### config.mk
export PLATFORM = sky130hd
export DESIGN_NAME = multi_nibble_addsub_ctrl
export DESIGN_NICKNAME = d
export VERILOG_FILES = /design/src/rtl/addsub_pkg.sv /design/src/rtl/addsub_nibble.sv /design/src/rtl/multi_nibble_addsub_ctrl.sv
export SDC_FILE = /design/constraint.sdc
export NUM_CORES = 1
export LEC_CHECK = 0
export CAP_MARGIN = 10
export CORE_ASPECT_RATIO = 0.75
export CORE_UTILIZATION = 52
export DETAILED_ROUTE_END_ITERATION = 7
export GPL_TIMING_DRIVEN = 0
export PLACE_DENSITY = 0.8
export SYNTH_ARGS = -nofsm -noshare
export SYNTH_HDL_FRONTEND = slang
export SYNTH_SLANG_ARGS = --single-unit
### constraint.sdc
create_clock -name clk -period 3.2 [get_ports clk]
set_input_delay 0.48 -clock clk [delete_from_list [all_inputs] [get_ports clk]]
set_output_delay 0.48 -clock clk [all_outputs]
set_load 0.005 [all_outputs]
### src/rtl/addsub_pkg.sv
// addsub_pkg
// Shared constants and types for the nibble-serial add/sub sequencer.
//   NIBBLE_W        width of one arithmetic slice
//   addsub_state_e  controller state encoding (IDLE, RUN, DONE)
//   SUB_BORROW_INV  borrow is reported as the inverted final carry on subtract
package addsub_pkg;

  localparam int NIBBLE_W = 4;

  typedef enum logic [1:0] {
    IDLE = 2'd0,
    RUN  = 2'd1,
    DONE = 2'd2
  } addsub_state_e;

  // Subtract runs as a + ~b + 1, so a final carry of 1 means "no borrow".
  localparam logic SUB_BORROW_INV = 1'b1;

endpackage

### src/rtl/addsub_nibble.sv
// addsub_nibble
// Combinational 4-bit add/subtract slice.
//   a, b   in   4-bit operand nibbles (b is inverted when sub=1)
//   cin    in   carry in from the previous slice
//   sub    in   0 = add, 1 = subtract
//   s      out  4-bit sum
//   cout   out  carry out of bit 3
//   c3     out  carry into bit 3 (signed-overflow detection)
import addsub_pkg::*;

module addsub_nibble (
  input  logic [NIBBLE_W-1:0] a,
  input  logic [NIBBLE_W-1:0] b,
  input  logic                cin,
  input  logic                sub,
  output logic [NIBBLE_W-1:0] s,
  output logic                cout,
  output logic                c3
);

  logic [NIBBLE_W-1:0] bx;

  assign bx = sub ? ~b : b;

  // Split at bit 3 so the carry into the MSB is available for overflow.
  assign {c3, s[2:0]} = {1'b0, a[2:0]} + {1'b0, bx[2:0]} + {3'b000, cin};
  assign {cout, s[3]} = {1'b0, a[3]} + {1'b0, bx[3]} + {1'b0, c3};

endmodule

### src/rtl/multi_nibble_addsub_ctrl.sv
// multi_nibble_addsub_ctrl
// Runs a W = 4*NIBBLES bit add or subtract through one 4-bit slice,
// least significant nibble first, one nibble per clock.
//   clk    in   rising-edge clock
//   rst    in   asynchronous active-high reset
//   start  in   request, sampled only while ready=1
//   sub    in   0 = add, 1 = subtract (latched with start)
//   a, b   in   W-bit operands (latched with start)
//   ready  out  high in IDLE only
//   done   out  one-cycle pulse when f and flags update
//   f      out  W-bit result, held until the next done
//   cf     out  carry (add) / borrow (subtract)
//   zf     out  result is zero
//   vf     out  signed overflow, present only when ADDSUB_OVF_EN is defined
//
// state | meaning
// IDLE  | waiting for start, ready=1
// RUN   | one nibble per cycle, NIBBLES cycles
// DONE  | result/flags just written, done=1 for this cycle
import addsub_pkg::*;

module multi_nibble_addsub_ctrl #(
  parameter int NIBBLES = 4
) (
  input  logic                      clk,
  input  logic                      rst,
  input  logic                      start,
  input  logic                      sub,
  input  logic [NIBBLE_W*NIBBLES-1:0] a,
  input  logic [NIBBLE_W*NIBBLES-1:0] b,
  output logic                      ready,
  output logic                      done,
  output logic [NIBBLE_W*NIBBLES-1:0] f,
  output logic                      cf,
`ifdef ADDSUB_OVF_EN
  output logic                      vf,
`endif
  output logic                      zf
);

  localparam int W     = NIBBLE_W * NIBBLES;
  localparam int IDX_W = $clog2(NIBBLES);
  localparam logic [IDX_W-1:0] LAST_IDX = IDX_W'(NIBBLES - 1);

  localparam logic [1:0] S_IDLE = IDLE;
  localparam logic [1:0] S_RUN  = RUN;
  localparam logic [1:0] S_DONE = DONE;

  logic [1:0]          state;
  logic [IDX_W-1:0]    idx;
  logic                carry;
  logic                sub_r;
  logic [W-1:0]        a_sh;
  logic [W-1:0]        b_sh;
  // Holds the NIBBLES-1 nibbles finished so far; the last one goes straight to f.
  logic [W-NIBBLE_W-1:0] res_sh;

  logic [NIBBLE_W-1:0] slice_s;
  logic                slice_cout;
  logic                slice_c3;
  logic [W-1:0]        res_next;

  addsub_nibble u_slice (
    .a    (a_sh[NIBBLE_W-1:0]),
    .b    (b_sh[NIBBLE_W-1:0]),
    .cin  (carry),
    .sub  (sub_r),
    .s    (slice_s),
    .cout (slice_cout),
    .c3   (slice_c3)
  );

  assign res_next = {slice_s, res_sh};
  assign ready    = (state == S_IDLE);

`ifndef ADDSUB_OVF_EN
  logic slice_c3_unused;
  assign slice_c3_unused = slice_c3;
`endif

  always_ff @(posedge clk or posedge rst) begin
    if (rst) begin
      state  <= S_IDLE;
      idx    <= '0;
      carry  <= 1'b0;
      sub_r  <= 1'b0;
      a_sh   <= '0;
      b_sh   <= '0;
      res_sh <= '0;
      done   <= 1'b0;
      f      <= '0;
      cf     <= 1'b0;
      zf     <= 1'b0;
`ifdef ADDSUB_OVF_EN
      vf     <= 1'b0;
`endif
    end else begin
      done <= 1'b0;
      case (state)
        S_IDLE: begin
          if (start) begin
            state <= S_RUN;
            a_sh  <= a;
            b_sh  <= b;
            sub_r <= sub;
            carry <= sub;
            idx   <= '0;
          end
        end
        S_RUN: begin
          a_sh   <= a_sh >> NIBBLE_W;
          b_sh   <= b_sh >> NIBBLE_W;
          carry  <= slice_cout;
          res_sh <= res_next[W-1:NIBBLE_W];
          idx    <= idx + 1'b1;
          if (idx == LAST_IDX) begin
            state <= S_DONE;
            done  <= 1'b1;
            f     <= res_next;
            cf    <= slice_cout ^ (sub_r & SUB_BORROW_INV);
            zf    <= (res_next == '0);
`ifdef ADDSUB_OVF_EN
            vf    <= slice_c3 ^ slice_cout;
`endif
          end
        end
        S_DONE: begin
          state <= S_IDLE;
        end
        default: begin
          state <= S_IDLE;
        end
      endcase
    end
  end

endmodule

==> flow_summary.yaml, run 1 <==
outcome:
  outcome: "finished, final reports clean"
clock_network:
  path_clk_slew_ns: 0.07
  cts_hold_buf: 0
  cts_buffers: 9
  clk_latency_ns: 0.35
  post-cts-setup-buffers: 0
  tritoncts: "done"
  cts_buffer_depth: 2
  cts.repair.resized: 0
  cts_sinks: 69
  clockRootBuffer: "clkbuf_8"
  htreeDepth: 3
finish:
  stdcell_area_um2: 3890
  stdcell_count: 481
  area_growth_pct: 28.9
  fillers: 439
  finalNetCount: 443
  drive_gt1_frac: 0.0788
  n_antenna_cell: 0
timing:
  rsz0062_at_grt: "no"
  fin_setup_tns_ns: 0
  tightest_slew_ns: 0.820
  hold_viol_final: 0
  min_period_ns: 2.80
  drv_slew: 0
  timing.fmax_mhz: 357
  finalSetupViolCount: 0
  finClkSkew_ns: 0.00722
  finalCritPeriodShare: 0.875
  final.setup.worst_slack_ns: 0.400
  slew_headroom: 0.453
yosys:
  synth_flop_cell: "dfrtp_1"
  yosysTopAreaCell: "dfrtp_1"
  yosysSeqAreaShare: 0.571
  synth_edf_count: 0
  synthTopCellsByCount: "nand2_1, dfrtp_1, nor2_1, a31oi_1, nand3_1"
  async_reset_ff_frac: 1.00
  synthesis.area_um2: 3020
  synth_top_area_share: 0.571
  synth.avg_cell_area_um2: 9.02
  synthCells: 335
  syn_nets: 377
  netlist-cell-type-count: 29
  yosysMostFrequentCell: "nand2_1"
  synth_area_leaders: "dfrtp_1, nand2_1, a31oi_1"
  synth_warnings: 0
  synth-seq-cells: 69
detailed_routing:
  wire_per_inst_um: 13.8
  vias: 2520
  dr.first_iter.drc_count: 101
  viasPerCell: 5.24
  drt_wl_total_mm: 6.64
  first_pass_iters: 4
  drc: 0
  detail-route-antenna-nets: 0
power:
  switching_power_w: 0.00166
  powerDensity_nw_per_um2: 1110
  p_seq_frac: 0.362
  combinationalPowerShare: 0.454
  power.share.clock: 0.184
  power_switching_share: 0.386
  p_leak_nw: 1.89
  ir_worst_vdd_mv: 0.423
  internal_power_w: 0.00265
critical_path:
  worstSetupStartpointType: "flip-flop"
  crit_path_frequent_cell: "a21o_1"
  cp_slowest_stage_delay_ns: 0.52
  cp.required_ns: 3.47
  cp_data_arrival_time_ns: 3.07
  critical-path-slowest-cell: "fa_1"
  crit_fanout: 6
  cp-end-kind: "flip-flop"
  crit_type: "reg2reg"
  crit_chain: "clkbuf_1 > xor2_1 > ha_1 > a21o_1 > a21o_1 > fa_1 > nor3b_1 > nand4_1 > o21ai_0"
grt:
  use_met3: 0.0744
  grtUsageTotal: 0.252
  top_usage_layer: "met2"
  grt_overflow_total: 0
  met2_usage: 0.396
  grt_pass1_vias: 2487
  antenna_found_initial: 0
  grt_max_degree: 70
  grt_first_pass_wirelength_mm: 11.7
  grt_use_met1: 0.340
placement:
  placed_area_um2: 3670
  place_congestion: 0.815
  dp_slack_ns: 0.441
  port_buffers: 55
  hpwl_mm: 4.71
  placedCellCount: 465
die:
  initial_core_util: 0.553
  fp.dieW_um: 90.0
  fp-row-count: 23
  fp.dieH_um: 68.0
  core_um2: 5470
  dieArea_um2: 6120
  pin_count: 56
min_path:
  hold_path.class: "reg2reg"
job:
  max_cap_violations: 0
-- worst max-delay path, delay by kind of cell (launching register included) --
family	cells	cell delay (ns)
AOI/OAI and AO/OA	3	0.50
buffers and inverters	1	0.32
DFF	1	0.32
adders and majority gates	2	0.81
xor gates and xnor gates	1	0.32
and+or+nand+nor	2	0.45
-- path summary, 6_finish.rpt --
| path | from | to | slack, ns | cells past startpoint |
|---|---|---|---|---|
| min in group asynchronous | rst | b_sh[4]$_DFFE_PP0P_ | 0.65 | 2 |
| max in group asynchronous | rst | a_sh[7]$_DFFE_PP0P_ | 2.01 | 2 |
| worst max-delay path | sub_r$_DFFE_PP0P_ | zf$_DFFE_PP0P_ | 0.40 | 9 |
| worst max register to register | sub_r$_DFFE_PP0P_ | zf$_DFFE_PP0P_ | 0.40 | 9 |
| worst min-delay path | f[13]$_DFFE_PP0P_ | f[13]$_DFFE_PP0P_ | 0.47 | 2 |
| worst min register to register | f[13]$_DFFE_PP0P_ | f[13]$_DFFE_PP0P_ | 0.47 | 2 |
-- cell families (layout without fill, tap and decap cells) --
family	after synthesis	after routing	share of synthesized area
flip-flops	69	69	0.571
buffers and inverters	26	97	0.0484
adder cells (fa/ha/maj)	6	6	0.0323
AND/OR/NAND/NOR	193	193	0.258
AO/OA/AOI/OAI	35	35	0.0720
XOR/XNOR	6	6	0.0174
-- through the flow --
step / hold slack, ns / utilization / total power, W
floorplan: 0.454 / - / 0.00283
global placement: 0.457 / 0.670 / 0.00343
detailed placement: 0.461 / 0.671 / 0.00351
CTS: 0.478 / 0.712 / 0.00432
global route: 0.508 / 0.712 / 0.00468
finish: 0.473 / 0.712 / 0.00431
-- layout by cell type (no fill, tap or decap), types with 3 or more instances in the layout --
master	Yosys	routed
a31oi_1	24	24
buf_2	9	9
buf_6	4	4
clkbuf_1	5	6
clkbuf_8	0	11
clkdlybuf4s50_1	0	55
dfrtp_1	69	69
fa_1	3	3
ha_1	3	3
inv_1	5	4
nand2_1	147	147
nand3_1	10	10
nor2_1	25	25
nor4_1	3	3
o21ai_0	6	6
xnor2_1	3	3
xor2_1	3	3
-- sequential cells by signal (all words and copies together), names as in the netlist --
name    count
res_sh     12
idx         2
a_sh       16
state       2
carry       1
f          16
cf          1
b_sh       16
zf          1
done        1
sub_r       1
-- final cells by class --
cell class	instances	area [um2]	share of cell area
Tap cell	75	93.8	0.0241
Clock inverter	4	70.1	0.0180
Clock buffer	12	155	0.0398
Timing Repair Buffer	55	551	0.141
Inverter	6	25.0	0.00643
Buffer	20	124	0.0318
Multi-Input combinational cell	240	1150	0.295
Sequential cell	69	1730	0.443
-- routing by layer --
metal  up-vias  routed length [um]  share of wire
li1       1217                   -              -
met1      1195                3060           0.46
met2        96                3030           0.46
met3        12                 437          0.066
met4         0                 106          0.016
met5         -                   0              0
-- power groups by stage --
stage / clock, W / sequential (W) / combinational (W)
2_1_floorplan: 0 / 0.00152 / 0.00131
3_3_place_gp: 0 / 0.00155 / 0.00188
3_5_place_dp: 0 / 0.00157 / 0.00194
4_1_cts: 0.000809 / 0.00156 / 0.00195
5_1_grt: 0.000844 / 0.00162 / 0.00221
6_report: 0.000795 / 0.00156 / 0.00196
(Power assumes the default switching activity.)
==> run 2, diff against run 1 <==
- HOLD_SLACK_MARGIN: not set -> 0.05
==> results of run 2 <==
No change in the layout: final DEF, timing and power equal those of run 1.
==> run 3, diff against run 2 <==
- SLEW_MARGIN: not set -> 20
==> run 3 against run 2 <==
  * Core utilization increased by 0.50 points
  * Critical endpoint unchanged
  * Critical path type unchanged
  * Combinational power hardly changed
  * Critical path depth unchanged
  * Sequential cell count is the same
  * Via count down 0.67%
  * Worst setup slack worse by 0.081 ns
  * Global-route usage rose by 0.46 points
  * Highest routed layer unchanged
==> flow_summary.yaml, run 3 (same netlist as run 1, synthesis figures left out) <==
timing:
  rsz0062_at_grt: "no"
  finalCritPeriodShare: 0.900
  slew_headroom: 0.673
  finalSetupViolCount: 0
  timing.fmax_mhz: 347
  tightest_slew_ns: 0.491
  finClkSkew_ns: 0.00670
  drv_slew: 0
  fin_setup_tns_ns: 0
  min_period_ns: 2.88
  hold_viol_final: 0
power:
  ir_worst_vdd_mv: 0.468
  p_leak_nw: 1.90
  powerDensity_nw_per_um2: 1100
  p_total_w: 0.00433
critical_path:
  crit_type: "reg2reg"
  r2r_end: "zf$_DFFE_PP0P_"
  rr_worst_depth: 9
  cp_data_arrival_time_ns: 3.14
  cp-end-kind: "flip-flop"
  crit_fanout: 6
  worstSetupStartpointType: "flip-flop"
  r2r_setup_slack_ns: 0.32
  cp.required_ns: 3.46
  crit-reg2reg-launch: "sub_r$_DFFE_PP0P_"
clock_network:
  clk_latency_ns: 0.35
  cts_sinks: 69
  cts_buffer_depth: 2
  cts_buffers: 9
  post-cts-setup-buffers: 0
  clockRootBuffer: "clkbuf_8"
  cts.repair.resized: 0
  path_clk_slew_ns: 0.07
  tritoncts: "done"
  cts_hold_buf: 0
  htreeDepth: 3
die:
  fp.dieH_um: 68.0
  initial_core_util: 0.553
  core_um2: 5470
  dieArea_um2: 6120
  fp.dieW_um: 90.0
  pin_count: 56
  fp-row-count: 23
detailed_routing:
  first_pass_iters: 4
  detail-route-antenna-nets: 0
  vias: 2503
  drc: 0
  viasPerCell: 5.19
  drt_wl_total_mm: 6.85
  wire_per_inst_um: 14.2
  dr.first_iter.drc_count: 198
grt:
  grt_pass1_vias: 2434
  grt_overflow_total: 0
  grt_first_pass_wirelength_mm: 11.8
  grtUsageTotal: 0.256
  antenna_found_initial: 0
  grt_max_degree: 55
finish:
  final_common_cell: "nand2_1"
  finalNetCount: 444
  area_growth_pct: 29.8
  layout_common_cells: "nand2_1, dfrtp_1, clkdlybuf4s50_1, nor2_1, a31oi_1"
  final_core_util: 0.717
  n_antenna_cell: 0
  drive_gt1_frac: 0.0811
  largestRegisters: "a_sh: 16 flops, b_sh: 16 flops, f: 16 flops"
  stdcell_count: 482
  stdcell_area_um2: 3920
placement:
  place_congestion: 0.815
  placed_area_um2: 3700
  port_buffers: 55
  placedCellCount: 466
  hpwl_mm: 4.76
min_path:
  hold_path.class: "in2async"
outcome:
  outcome: "finished, final reports clean"
job:
  max_cap_violations: 0
## run 3: how the worst max path moves through the flow
stage	depth (start not counted)	from	slack (ns)	end
floorplan	9	sub_r$_DFFE_PP0P_	0.83	zf$_DFFE_PP0P_
global placement	2	rst	-0.16	f[3]$_DFFE_PP0P_
detailed placement	9	sub_r$_DFFE_PP0P_	0.48	zf$_DFFE_PP0P_
CTS	9	sub_r$_DFFE_PP0P_	0.33	zf$_DFFE_PP0P_
global route	9	sub_r$_DFFE_PP0P_	0.14	zf$_DFFE_PP0P_
finish	9	sub_r$_DFFE_PP0P_	0.32	zf$_DFFE_PP0P_
## run 3: report_power, final
| group | internal, W | switching [W] |
|---|---|---|
| logic | 0.000879 | 0.00109 |
| registers | 0.00129 | 0.000271 |
| clock network | 0.000479 | 0.000318 |
| total | 0.00265 | 0.00168 |
## run 3: routing by layer
layer / wire, um / GRT usage / part of all wire
met1: 3240 / 0.347 / 0.47
met2: 3150 / 0.398 / 0.46
met3: 375 / 0.0800 / 0.055
met4: 82 / 0.0867 / 0.012
met5: 0 / 0 / 0
## run 3: layout make-up
| class | instances | area (um2) |
|---|---|---|
| Buffer | 20 | 124 |
| Clock inverter | 4 | 70.1 |
| Fill cell | 419 | 1550 |
| Clock buffer | 12 | 155 |
| Timing Repair Buffer | 56 | 578 |
| Tap cell | 75 | 93.8 |
| Inverter | 6 | 25.0 |
| Sequential cell | 69 | 1730 |
| Multi-Input combinational cell | 240 | 1150 |
## run 3: metrics by stage
step / hold WS, ns / worst slack, ns
final: 0.425 / 0.319
after global routing: 0.425 / 0.137
after CTS: 0.424 / 0.334
after detailed placement: 0.461 / 0.484
after global placement: 0.457 / -0.160
after floorplan: 0.454 / 0.827
## run 3: critical path: stages (launching register included)
cell      delay [ns]
dfrtp_1         0.32
clkbuf_1        0.35
xor2_1          0.34
ha_1            0.30
a21o_1          0.16
a21o_1          0.19
fa_1            0.53
nor3b_1         0.26
nand4_1         0.14
o21ai_0         0.20
